File: src/rtl/mem_arbiter.sv
// -----------------------------------------------------------------------------
// mem_arbiter
// Shares one downstream memory port between the icache refill port and the
// data sram port. Only one transaction is in flight at any time. Data requests
// win ties; with MEM_ARB_FAIR_EN defined, a waiting instruction refill is
// guaranteed a grant after STARVE_LIMIT consecutive data grants.
//
// Optional feature macro: MEM_ARB_FAIR_EN (undefined = strict data priority)
//
// Parameters
//   LINE_WORDS    beats per icache line refill (power of two, 2..16)
//   STARVE_LIMIT  data grants tolerated while an inst request waits (1..255)
//
// Ports
//   clk, resetn                      clock, asynchronous active-low reset
//   inst_rd_req/type/addr  -> inst_rd_rdy          icache refill request/accept
//   inst_ret_valid/last/data                        refill beats (0 latency)
//   data_req/wr/size/wstrb/addr/wdata -> data_addrok  data request/accept
//   data_dataok, data_rdata                         data completion / read data
//   mem_req/wr/len/size/wstrb/addr/wdata            downstream request
//   mem_addr_ok                                     downstream accept
//   mem_rvalid/rlast/rdata, mem_bvalid              downstream responses
// -----------------------------------------------------------------------------
module mem_arbiter #(
   parameter int LINE_WORDS   = 4,
   parameter int STARVE_LIMIT = 8
) (
   input  logic        clk,
   input  logic        resetn,
   // icache refill port
   input  logic        inst_rd_req,
   input  logic [2:0]  inst_rd_type,
   input  logic [31:0] inst_rd_addr,
   output logic        inst_rd_rdy,
   output logic        inst_ret_valid,
   output logic        inst_ret_last,
   output logic [31:0] inst_ret_data,
   // data sram port
   input  logic        data_req,
   input  logic        data_wr,
   input  logic [2:0]  data_size,
   input  logic [3:0]  data_wstrb,
   input  logic [31:0] data_addr,
   input  logic [31:0] data_wdata,
   output logic        data_addrok,
   output logic        data_dataok,
   output logic [31:0] data_rdata,
   // downstream memory port
   output logic        mem_req,
   output logic        mem_wr,
   output logic [7:0]  mem_len,
   output logic [2:0]  mem_size,
   output logic [3:0]  mem_wstrb,
   output logic [31:0] mem_addr,
   output logic [31:0] mem_wdata,
   input  logic        mem_addr_ok,
   input  logic        mem_rvalid,
   input  logic        mem_rlast,
   input  logic [31:0] mem_rdata,
   input  logic        mem_bvalid
);

   localparam int BEAT_W = $clog2(LINE_WORDS);

   // Reject illegal configurations at elaboration time.
   if (LINE_WORDS < 2 || LINE_WORDS > 16 || (LINE_WORDS & (LINE_WORDS - 1)) != 0 ||
       STARVE_LIMIT < 1 || STARVE_LIMIT > 255) begin : g_bad_params
      $error("mem_arbiter: illegal LINE_WORDS or STARVE_LIMIT");
   end

   typedef enum logic [2:0] {
      IDLE    = 3'd0,
      I_ADDR  = 3'd1,
      I_DATA  = 3'd2,
      D_ADDR  = 3'd3,
      D_RDATA = 3'd4,
      D_WRESP = 3'd5
   } state_t;

   state_t              state;
   logic                wr_q;
   logic [7:0]          len_q;
   logic [2:0]          size_q;
   logic [3:0]          wstrb_q;
   logic [31:0]         addr_q;
   logic [31:0]         wdata_q;
   logic [BEAT_W-1:0]   beat_cnt;

   logic idle;
   logic inst_pri;
   logic grant_d;
   logic grant_i;
   logic rd_beat;

   // Gating with resetn keeps the accept strobes low while reset is held,
   // even if a requester is already asserting its request.
   assign idle = resetn && (state == IDLE);

`ifdef MEM_ARB_FAIR_EN
   logic [7:0] starve_cnt;

   assign inst_pri = (starve_cnt == 8'(STARVE_LIMIT));

   // Counts data grants made while the refill is waiting; saturates so that
   // the refill keeps priority until it is actually granted.
   always_ff @(posedge clk or negedge resetn) begin
      if (!resetn) begin
         starve_cnt <= 8'd0;
      end else if (!inst_rd_req || grant_i) begin
         starve_cnt <= 8'd0;
      end else if (grant_d && !inst_pri) begin
         starve_cnt <= starve_cnt + 8'd1;
      end
   end
`else
   assign inst_pri = 1'b0;
`endif

   assign grant_i = idle && inst_rd_req && (!data_req || inst_pri);
   assign grant_d = idle && data_req && !grant_i;

   assign data_addrok = grant_d;
   assign inst_rd_rdy = grant_i;

   // Request fields are only presented while a request is outstanding.
   assign mem_req   = (state == I_ADDR) || (state == D_ADDR);
   assign mem_wr    = mem_req && wr_q;
   assign mem_len   = mem_req ? len_q   : 8'd0;
   assign mem_size  = mem_req ? size_q  : 3'd0;
   assign mem_wstrb = mem_req ? wstrb_q : 4'd0;
   assign mem_addr  = mem_req ? addr_q  : 32'd0;
   assign mem_wdata = mem_req ? wdata_q : 32'd0;

   // Responses are forwarded only in the state that expects them.
   assign rd_beat        = (state == I_DATA) && mem_rvalid;
   assign inst_ret_valid = rd_beat;
   assign inst_ret_last  = rd_beat && mem_rlast;
   assign inst_ret_data  = rd_beat ? mem_rdata : 32'd0;

   assign data_dataok = ((state == D_RDATA) && mem_rvalid) ||
                        ((state == D_WRESP) && mem_bvalid);
   assign data_rdata  = ((state == D_RDATA) && mem_rvalid) ? mem_rdata : 32'd0;

   always_ff @(posedge clk or negedge resetn) begin
      if (!resetn) begin
         state    <= IDLE;
         wr_q     <= 1'b0;
         len_q    <= 8'd0;
         size_q   <= 3'd0;
         wstrb_q  <= 4'd0;
         addr_q   <= 32'd0;
         wdata_q  <= 32'd0;
         beat_cnt <= '0;
      end else begin
         case (state)
            IDLE: begin
               if (grant_d) begin
                  wr_q    <= data_wr;
                  len_q   <= 8'd0;
                  size_q  <= data_size;
                  wstrb_q <= data_wr ? data_wstrb : 4'd0;
                  addr_q  <= data_addr;
                  wdata_q <= data_wr ? data_wdata : 32'd0;
                  state   <= D_ADDR;
               end else if (grant_i) begin
                  wr_q    <= 1'b0;
                  len_q   <= (inst_rd_type == 3'b100) ? 8'(LINE_WORDS - 1) : 8'd0;
                  size_q  <= 3'd2;
                  wstrb_q <= 4'd0;
                  addr_q  <= inst_rd_addr;
                  wdata_q <= 32'd0;
                  state   <= I_ADDR;
               end
            end
            I_ADDR: begin
               if (mem_addr_ok) begin
                  beat_cnt <= '0;
                  state    <= I_DATA;
               end
            end
            I_DATA: begin
               if (mem_rvalid) begin
                  // Wraps naturally modulo LINE_WORDS; an early rlast still ends the refill.
                  beat_cnt <= beat_cnt + 1'b1;
                  if (mem_rlast) begin
                     state <= IDLE;
                  end
               end
            end
            D_ADDR: begin
               if (mem_addr_ok) begin
                  state <= wr_q ? D_WRESP : D_RDATA;
               end
            end
            D_RDATA: begin
               if (mem_rvalid) begin
                  state <= IDLE;
               end
            end
            D_WRESP: begin
               if (mem_bvalid) begin
                  state <= IDLE;
               end
            end
            default: state <= IDLE;
         endcase
      end
   end

endmodule

File: config.mk
export PLATFORM = sky130hd
export DESIGN_NAME = mem_arbiter
export DESIGN_NICKNAME = d
export VERILOG_FILES = /design/src/rtl/mem_arbiter.sv
export SDC_FILE = /design/constraint.sdc
export NUM_CORES = 1
export LEC_CHECK = 0
export BUFFER_PORTS_ARGS = -buffer_cell sky130_fd_sc_hd__buf_2
export CORE_AREA = 2 2 116 118
export CTS_CLUSTER_DIAMETER = 50
export DETAILED_ROUTE_END_ITERATION = 6
export DIE_AREA = 0 0 118 120
export PLACE_DENSITY = 0.66
export SETUP_SLACK_MARGIN = 0.2
export SLEW_MARGIN = 20
export SYNTH_ARGS = -nofsm -noshare
export SYNTH_HDL_FRONTEND = slang
export SYNTH_SLANG_ARGS = --single-unit
File: constraint.sdc
create_clock -name clk -period 1.7 [get_ports clk]
set_input_delay 0.17 -clock clk [delete_from_list [all_inputs] [get_ports clk]]
set_output_delay 0.17 -clock clk [all_outputs]
set_load 0.01 [all_outputs]
# ---- Word-level counts from Yosys, hierarchy flattened
# Index checks and enable logic that the tools add are counted.
dict set report classes {
  n_eq_ne 13
  mux 32
  n_reduce_logical 18
}
# operator count
set ops {}
lappend ops {{$mux W32} 9}
lappend ops {{$mux W3} 11}
lappend ops {{$mux W8} 3}
lappend ops {{$pmux W3 S6} 1}
lappend ops {{$mux W4} 4}
lappend ops {{$ne A2 B2 Y1 const B} 6}
lappend ops {{$logic_and A1 B1 Y1} 10}
lappend ops {{$eq A3 B3 Y1 const B} 3}
lappend ops {{$reduce_and A7 Y1} 1}
lappend ops {{$eq A3 B2 Y1 const B} 2}
lappend ops {{$eq A3 B1 Y1 const B} 1}
lappend ops {{$logic_not A3 Y1} 1}
lappend ops {{$mux W1} 3}
lappend ops {{$ne A3 B3 Y1 const B} 1}
lappend ops {{$logic_not A1 Y1} 2}
lappend ops {{$logic_or A1 B1 Y1} 2}
lappend ops {{$mux W2} 1}
lappend ops {{$reduce_and A2 Y1} 1}
lappend ops {{$reduce_bool A2 Y1} 1}
dict set report word_totals {
  ff_bits 83
  input_bits 147
  output_inout_bits 150
  wordCells 70
}

# ---- Longest topological paths before layout
# Gate-level depths: netlist (run 1).
dict set report depth {
  word_depth 8
  mapped_depth 7
}

# ---- Least setup slack after synthesis (run 1)
# Ideal clock, no wire load.
dict set report synth_timing {
  kind {flip-flop to output port}
  start {register state[0]}
  end {output inst_ret_data[22]}
  t_arrival_ns 1.431
  required_ns 1.530
  slack_ns 0.099
  path_stages_with_launch 7
  path_buffers 2
  cell_sequence {dfrtp_1 -> buf_2 -> inv_1 -> nand2_1 -> nor2_1 -> clkbuf_1 -> and2_1}
}
dict set report synth_between {
  elab_chain_len 3
}
# item line_no
set synth_rtl {}
lappend synth_rtl {{from (decl)} 80} ;# state_t state;
lappend synth_rtl {{from (signal assigned)} 192} ;# state <= wr_q ? D_WRESP : D_RDATA;
lappend synth_rtl {{$eq A3 B2 Y1} -}
lappend synth_rtl {{$logic_and A1 B1 Y1} 135} ;# assign rd_beat = (state == I_DATA) && mem_rvalid;
lappend synth_rtl {{named net inst_ret_valid} 35} ;# output logic inst_ret_valid,
lappend synth_rtl {{$mux W32} 138} ;# assign inst_ret_data = rd_beat ? mem_rdata : 32'd0;
lappend synth_rtl {{to (decl)} 37} ;# output logic [31:0] inst_ret_data,
# The timed path passes the listed nets, and every way through them passes these cells.

# ---- Worst setup path after layout (run 1)
dict set report layout_timing {
  start {register state[0]}
  end {output data_rdata[20]}
}
dict set report layout_between {
  elab_chain_len 3
}
# item line_no
set layout_rtl {}
lappend layout_rtl {{$eq A3 B3 Y1} 142} ;# assign data_rdata = ((state == D_RDATA) && mem_rvalid) ? mem_rdata : 32'd0;
lappend layout_rtl {{$logic_and A1 B1 Y1} 142}
lappend layout_rtl {{$mux W32} 142}
lappend layout_rtl {{to (decl)} 47} ;# output logic [31:0] data_rdata,
# No other way between the ends.

==> results of run 1 <==
## what timing repair did
action / 4_1_cts / 5_1_grt
pin swaps: 37 / 30
cloned: 21 / 8
setup buffers: 18 / 4
setup endpoints to repair: 218 / 220
gates resized for setup: 125 / 126
## flip-flops by register name, summed over array words and instances (netlist names)
signal	count
wr_q	1
wstrb_q	4
state	3
len_q	1
addr_q	32
wdata_q	32
size_q	3
## how the worst min path moves through the flow
stage / slack (ps) / cells after the start / endpoint
after floorplan: -130 / 0 / addr_q[0]$_DFFE_PN0P_
after global placement: 390 / 2 / wdata_q[0]$_DFFE_PN0P_
after detailed placement: 390 / 2 / wdata_q[23]$_DFFE_PN0P_
after CTS: 40 / 2 / wdata_q[18]$_DFFE_PN0P_
after global routing: 40 / 2 / wdata_q[12]$_DFFE_PN0P_
final: 60 / 2 / wdata_q[18]$_DFFE_PN0P_
## power breakdown
part           internal, uW  switching (uW)  leakage (uW)
Combinational          4380            3000       0.00328
Sequential             2670             507      0.000981
Clock                  1320             708      0.000153
## metrics by stage
step	total power [uW]	area [um^2]	utilization (%)
3_5_place_dp	6960	5870	45.2
6_report	12600	8070	62.1
4_1_cts	11200	7320	56.4
3_3_place_gp	6840	5870	45.2
5_1_grt	13300	8060	62.1
2_1_floorplan	5460	4230	-
## cell type report
class                   count  area, um^2  area share, %
clock inverters             4        72.6          0.900
clock buffers              12         246           3.06
inverters                   4        20.0          0.248
repair buffers            356        3250           40.3
multi-input cells         315        2350           29.1
diodes                      2        5.00         0.0620
well taps                 176         220           2.73
flip-flops and latches     76        1900           23.6
## routing by layer
metal	vias to the layer above	wire length [um]	global-route usage [%]
met1	2146	6510	25.0
li1	2107	-	-
met2	199	9390	41.6
met5	-	0	0
met3	18	1040	4.90
met4	0	291	5.95
## worst max-delay path, delay by kind of cell (launching register included)
family / cells / cell delay (ps)
buffers and inverters: 5 / 590
and+or+nand+nor: 3 / 470
DFF: 1 / 390
## kinds of logic after synthesis
group,Yosys count,synth area share (%)
flops,76,45.5
mux,32,7.66
buf+inv,46,5.83
simple gates,192,26.7
compound gates,85,14.3
other cells,1,0.0896
## layout by cell type, fill, tap and decap left out, drive strengths merged
master | synthesis | routed
buf | 24 | 343
and2 | 138 | 138
dfrtp | 76 | 76
a22o | 38 | 38
nand2 | 36 | 36
o21ai | 35 | 35
mux2i | 32 | 32
clkbuf | 18 | 20
conb | 1 | 6
nor2 | 6 | 6
bufbuf | 0 | 5
a21oi | 5 | 5
inv | 4 | 4
nor3 | 3 | 3
diode | 0 | 2
a21o | 2 | 2
bufinv | 0 | 2
nor4b | 2 | 2
nand2b | 2 | 2
nor2b | 1 | 1
or2 | 1 | 1
and3 | 1 | 1
a32o | 1 | 1
nor3b | 1 | 1
a221o | 1 | 1
nand3 | 1 | 1
o32ai | 1 | 1
o41ai | 1 | 1
o31ai | 1 | 1
clkinvlp | 0 | 1
clkinv | 0 | 1
==> qor.csv, run 1 <==
stage,metric,value,unit
status,run status,"finished, violations left",
status,violated checks,negative setup slack,
worst_hold_path,hold wc startpoint,data_wdata[18],
cells_and_area,Syn-to-layout area delta,92.8,%
sta,final period utilization,114,%
critical_path,Reg2Reg Depth,7,
routing,Initial DRC Count,179,
grt,aggregate global-route resource usage,22.1,%
critical_path,crit path to,data_rdata[20],
yosys,synthesized cell area,0.00418,mm^2
yosys,Main synth FF type,dfrtp_1,
sta,Final setup viols,216,
yosys,most frequent cell after synthesis,and2_1,
power_and_ir_drop,Worst IR Drop VDD,706,uV
yosys,post-synth top area cell,dfrtp_1,
clock_tree,CTS sink count,76,
power_and_ir_drop,Static Leakage,0.00442,uW
cells_and_area,final net count,909,
die,Core Region,0.0130,mm^2
critical_path,CP max stage cell,dfrtp_1,
job,max cap viols,0,
critical_path,critical path capture point type,primary output,
clock_tree,CTS Hold Bufs,0,
yosys,post-synth cell types,33,
clock_tree,later-pin clock latency in the skew report,330,ps
routing,total number of vias,4470,
yosys,Synth Area per Inst,9.69,um^2
sta,setup_tns,-31890,ps
critical_path,CP dominant cell by count,buf_6,
critical_path,FF-to-FF End,wdata_q[20]$_DFFE_PN0P_,
critical_path,"Arr. time, crit path",1770,ps
critical_path,Critical Path Source,state[0]$_DFFE_PN0P_,
worst_hold_path,min-delay worst type,in -> reg,
routing,WL per Instance,18.2,um
critical_path,Critical R2R Launch,state[0]$_DFFE_PN0P_,
critical_path,Setup CP Type,reg -> out,
yosys,Synth top cells by count,"138 x and2_1, 76 x dfrtp_1, 38 x a22o_1, 35 x nand2_1, 34 x o21ai_0",
die,io pins,297,
die,Initial Util,32.2,%
clock_tree,CTS buffer count,9,
critical_path,Worst EP required,1530,ps
sta,RSZ-0062 raised after global routing,true,
yosys,sequential share of the synthesized area,45.5,%
sta,Final Slew Violations,0,
critical_path,r2r setup slk,-160,ps
clock_tree,CTS Root Cell,clkbuf_16,
placement,pre-CTS setup slack,90.1,ps
critical_path,CP startpoint kind,flop,
placement,routability cong.,0.855,
sta,Final Hold Fails,0,
critical_path,worst-path fanout max,8,
routing,drt drc,0,
die,Die H,120,um
grt,first-pass GRT wire length,24000,um
sta,Hold Slack,55.4,ps
grt,largest net degree at the start of global routing,77,
sta,clock skew,6.88,ps
yosys,Synth Instances,432,
critical_path,critical path cell sequence,buf_6 -> or2_4 -> nor2_4 -> buf_6 -> buf_12 -> clkbuf_16 -> and2_1 -> buf_2,
yosys,Post-synth EDFFs,0,
yosys,"FFs w/ async S/R, synth",100,%
yosys,post-synth top area share,45.5,%
yosys,YS warnings,0,
clock_tree,H-tree depth,3,
yosys,"top cells by area, synth","dfrtp_1 45%, and2_1 21%, a22o_1 8.0%",
routing,drt total wl,17200,um
sta,final setup margin,-243,ps
clock_tree,Clock Tree Buf Depth,2,
placement,Inst Count DP,876,
critical_path,max incr delay on CP,390,ps
sta,clock period minus worst slack,1940,ps
routing,vias per cell,4.73,
die,die width,118,um
die,die area,0.0142,mm^2
die,Core Rows,42,
sta,Max Fclk,0.515,GHz
sta,Slew headroom,36.7,%
cells_and_area,layout cells sized above 1,62.1,%
clock_tree,Clock transition at path regs,60,ps
grt,antenna violations before repair,3,
grt,vias in the first global route,4437,
power_and_ir_drop,pwr dens,1560,mW/mm^2
routing,Final ANT Viol Nets,0,
sta,worst-margin pin slew,949,ps
grt,overflow left after global routing,0,
placement,IO buf count,290,
clock_tree,CTS tree,done,
routing,First-pass DRT Iterations,4,
cells_and_area,Filler Cell Count,1061,
yosys,Synth Register Bits,76,
placement,DP HPWL,9830,um
cells_and_area,final cell count without fillers,945,
No activity file was read; power rests on OpenSTA's default activity.
==> run 2: changes to the inputs <==
--- a/config.mk
+++ b/config.mk
@@ -11,6 +11,7 @@
 export DETAILED_ROUTE_END_ITERATION = 6
 export DIE_AREA = 0 0 118 120
 export PLACE_DENSITY = 0.66
+export RECOVER_POWER = 25
 export SETUP_SLACK_MARGIN = 0.2
 export SLEW_MARGIN = 20
 export SYNTH_ARGS = -nofsm -noshare
==> qor.csv, run 2 (synthesis gave the netlist of run 1 again) <==
stage,metric,value,unit
routing,Final ANT Viol Nets,0,
grt,largest net degree at the start of global routing,77,
clock_tree,CTS tree,done,
sta,worst-margin pin slew,1030,ps
sta,Final Hold Fails,0,
sta,final setup margin,-244,ps
status,run status,"finished, violations left",
routing,drt total wl,17300,um
clock_tree,later-pin clock latency in the skew report,330,ps
clock_tree,H-tree depth,3,
die,die width,118,um
sta,Final setup viols,217,
cells_and_area,"Design Area, Final",0.00806,mm^2
routing,WL per Instance,18.3,um
worst_hold_path,Worst Hold Endpoint,wdata_q[18]$_DFFE_PN0P_,
placement,Placed Area,0.00587,mm^2
power_and_ir_drop,part of the power in registers,25.2,%
sta,Max Fclk,0.514,GHz
critical_path,max incr delay on CP,390,ps
critical_path,critical path cell sequence,buf_6 -> or2_4 -> nor2_4 -> buf_6 -> buf_12 -> clkbuf_16 -> and2_1 -> buf_2,
sta,clock skew,6.14,ps
routing,total number of vias,4466,
grt,aggregate global-route resource usage,22.1,%
grt,antenna violations before repair,3,
sta,Hold Slack,55.5,ps
routing,Initial DRC Count,172,
placement,IO buf count,290,
cells_and_area,Syn-to-layout area delta,92.7,%
critical_path,CP dominant cell by count,buf_6,
power_and_ir_drop,Worst IR Drop VDD,706,uV
cells_and_area,most frequent cells in the layout,"201 x buf_2, 98 x buf_6, 84 x and2_4",
sta,Slew headroom,31.5,%
die,Core Region,0.0130,mm^2
placement,routability cong.,0.855,
status,violated checks,negative setup slack,
routing,vias per cell,4.73,
routing,drt drc,0,
die,io pins,297,
critical_path,r2r setup slk,-160,ps
cells_and_area,Final Core Density,62.1,%
cells_and_area,Filler Cell Count,1061,
power_and_ir_drop,pwr dens,1560,mW/mm^2
clock_tree,CTS sink count,76,
placement,Inst Count DP,876,
grt,first-pass GRT wire length,24000,um
cells_and_area,final net count,909,
cells_and_area,Regs by FF count,"addr_q: 32 flops, wdata_q: 32 flops, wstrb_q: 4 flops",
critical_path,buffer and inverter count on the worst path,5,
grt,overflow left after global routing,0,
critical_path,Critical R2R Launch,state[0]$_DFFE_PN0P_,
power_and_ir_drop,switching share of power,33.5,%
critical_path,worst-path fanout max,8,
job,max cap viols,0,
die,die area,0.0142,mm^2
critical_path,critical path capture point type,primary output,
power_and_ir_drop,Static Leakage,0.00441,uW
cells_and_area,final cell count without fillers,945,
cells_and_area,"commonest non-fill, non-tap cell in the layout",buf_2,
critical_path,CP max stage cell,dfrtp_1,
sta,RSZ-0062 raised after global routing,true,
power_and_ir_drop,sw power,4220,uW
critical_path,CP startpoint kind,flop,
die,Die H,120,um
clock_tree,CTS Root Cell,clkbuf_16,
clock_tree,Clock transition at path regs,60,ps
critical_path,Setup CP Type,reg -> out,
worst_hold_path,hold wc startpoint,data_wdata[18],
sta,final period utilization,114,%
placement,DP HPWL,9830,um
power_and_ir_drop,Clk pwr share,16.2,%
die,Core Rows,42,
clock_tree,CTS buffer count,9,
critical_path,"Arr. time, crit path",1770,ps
critical_path,Worst EP required,1530,ps
grt,vias in the first global route,4437,
sta,Final Slew Violations,0,
critical_path,FF-to-FF End,wdata_q[20]$_DFFE_PN0P_,
worst_hold_path,WHS Path Cells,2,
clock_tree,Clock Tree Buf Depth,2,
power_and_ir_drop,combinational power share,58.6,%
cells_and_area,layout cells sized above 1,61.9,%
worst_hold_path,min-delay worst type,in -> reg,
critical_path,CP top delay family,buffers and inverters,
critical_path,Reg2Reg Depth,7,
die,Initial Util,32.2,%
sta,clock period minus worst slack,1940,ps
routing,First-pass DRT Iterations,4,
placement,pre-CTS setup slack,90.1,ps
power_and_ir_drop,internal power,8370,uW
[run 2: cell types whose count changed in the layout (fill, tap and decap cells not counted)]
cell | previous run | this run
buf_4 | 16 | 14
clkbuf_1 | 2 | 3
clkbuf_4 | 0 | 1
[run 2: worst register-to-register path: stages, from the launching register on]
cell	delay, ps
dfrtp_1	390
buf_4	150
nor4b_4	260
buf_4	180
o21ai_4	90
clkbuf_16	200
bufbuf_16	270
a22o_1	210
[run 2: worst max-delay path by stage]
stage | from | endpoint | slack (ps) | cells after the start
6_report | state[0]$_DFFE_PN0P_ | data_rdata[20] | -240 | 8
5_1_grt | state[0]$_DFFE_PN0P_ | data_rdata[20] | -320 | 8
4_1_cts | state[0]$_DFFE_PN0P_ | data_rdata[29] | -210 | 8
3_5_place_dp | state[0]$_DFFE_PN0P_ | state[1]$_DFFE_PN0P_ | 90 | 4
3_3_place_gp | state[1]$_DFFE_PN0P_ | wdata_q[12]$_DFFE_PN0P_ | 120 | 5
2_1_floorplan | state[1]$_DFFE_PN0P_ | addr_q[13]$_DFFE_PN0P_ | 190 | 6
[run 2: what timing repair did]
item | in CTS | in global routing
pin swaps | 37 | 30
hold buffers | 0 | 0
cloned | 21 | 8
gates resized for setup | 125 | 126
setup buffers | 18 | 4
setup endpoints to repair | 218 | 220
[run 2: cell type report]
class                           count  area [um^2]  share of cell area (%)
Multi-Input combinational cell    315         2350                    29.1
Timing Repair Buffer              356         3250                    40.3
Inverter                            4         20.0                   0.248
Tap cell                          176          220                    2.73
Sequential cell                    76         1900                    23.6
Antenna cell                        2         5.00                  0.0621
Clock inverter                      4         72.6                   0.900
Clock buffer                       12          246                    3.06
[run 2: power by group through the flow]
stage / registers, uW / logic (uW) / clock network, uW
2_1_floorplan: 2970 / 2490 / 0
3_3_place_gp: 3090 / 3750 / 0
3_5_place_dp: 3120 / 3850 / 0
4_1_cts: 3120 / 6050 / 2070
5_1_grt: 3270 / 7820 / 2170
6_report: 3180 / 7380 / 2030
[run 2: routing by layer]
metal  global-route usage [%]  routed length (um)  vias to the layer above
met5                        0                   0                        -
met4                     5.95                 291                        0
met3                     4.90                1030                       18
met2                     41.6                9410                      198
met1                     25.0                6520                     2141
li1                         -                   -                     2109
[run 2: through the flow]
| step | power, uW | TNS [ps] |
|---|---|---|
| after floorplan | 5460 | 0 |
| after global placement | 6840 | 0 |
| after detailed placement | 6960 | 0 |
| after CTS | 11200 | -26480 |
| after global routing | 13300 | -48570 |
| final | 12600 | -32190 |
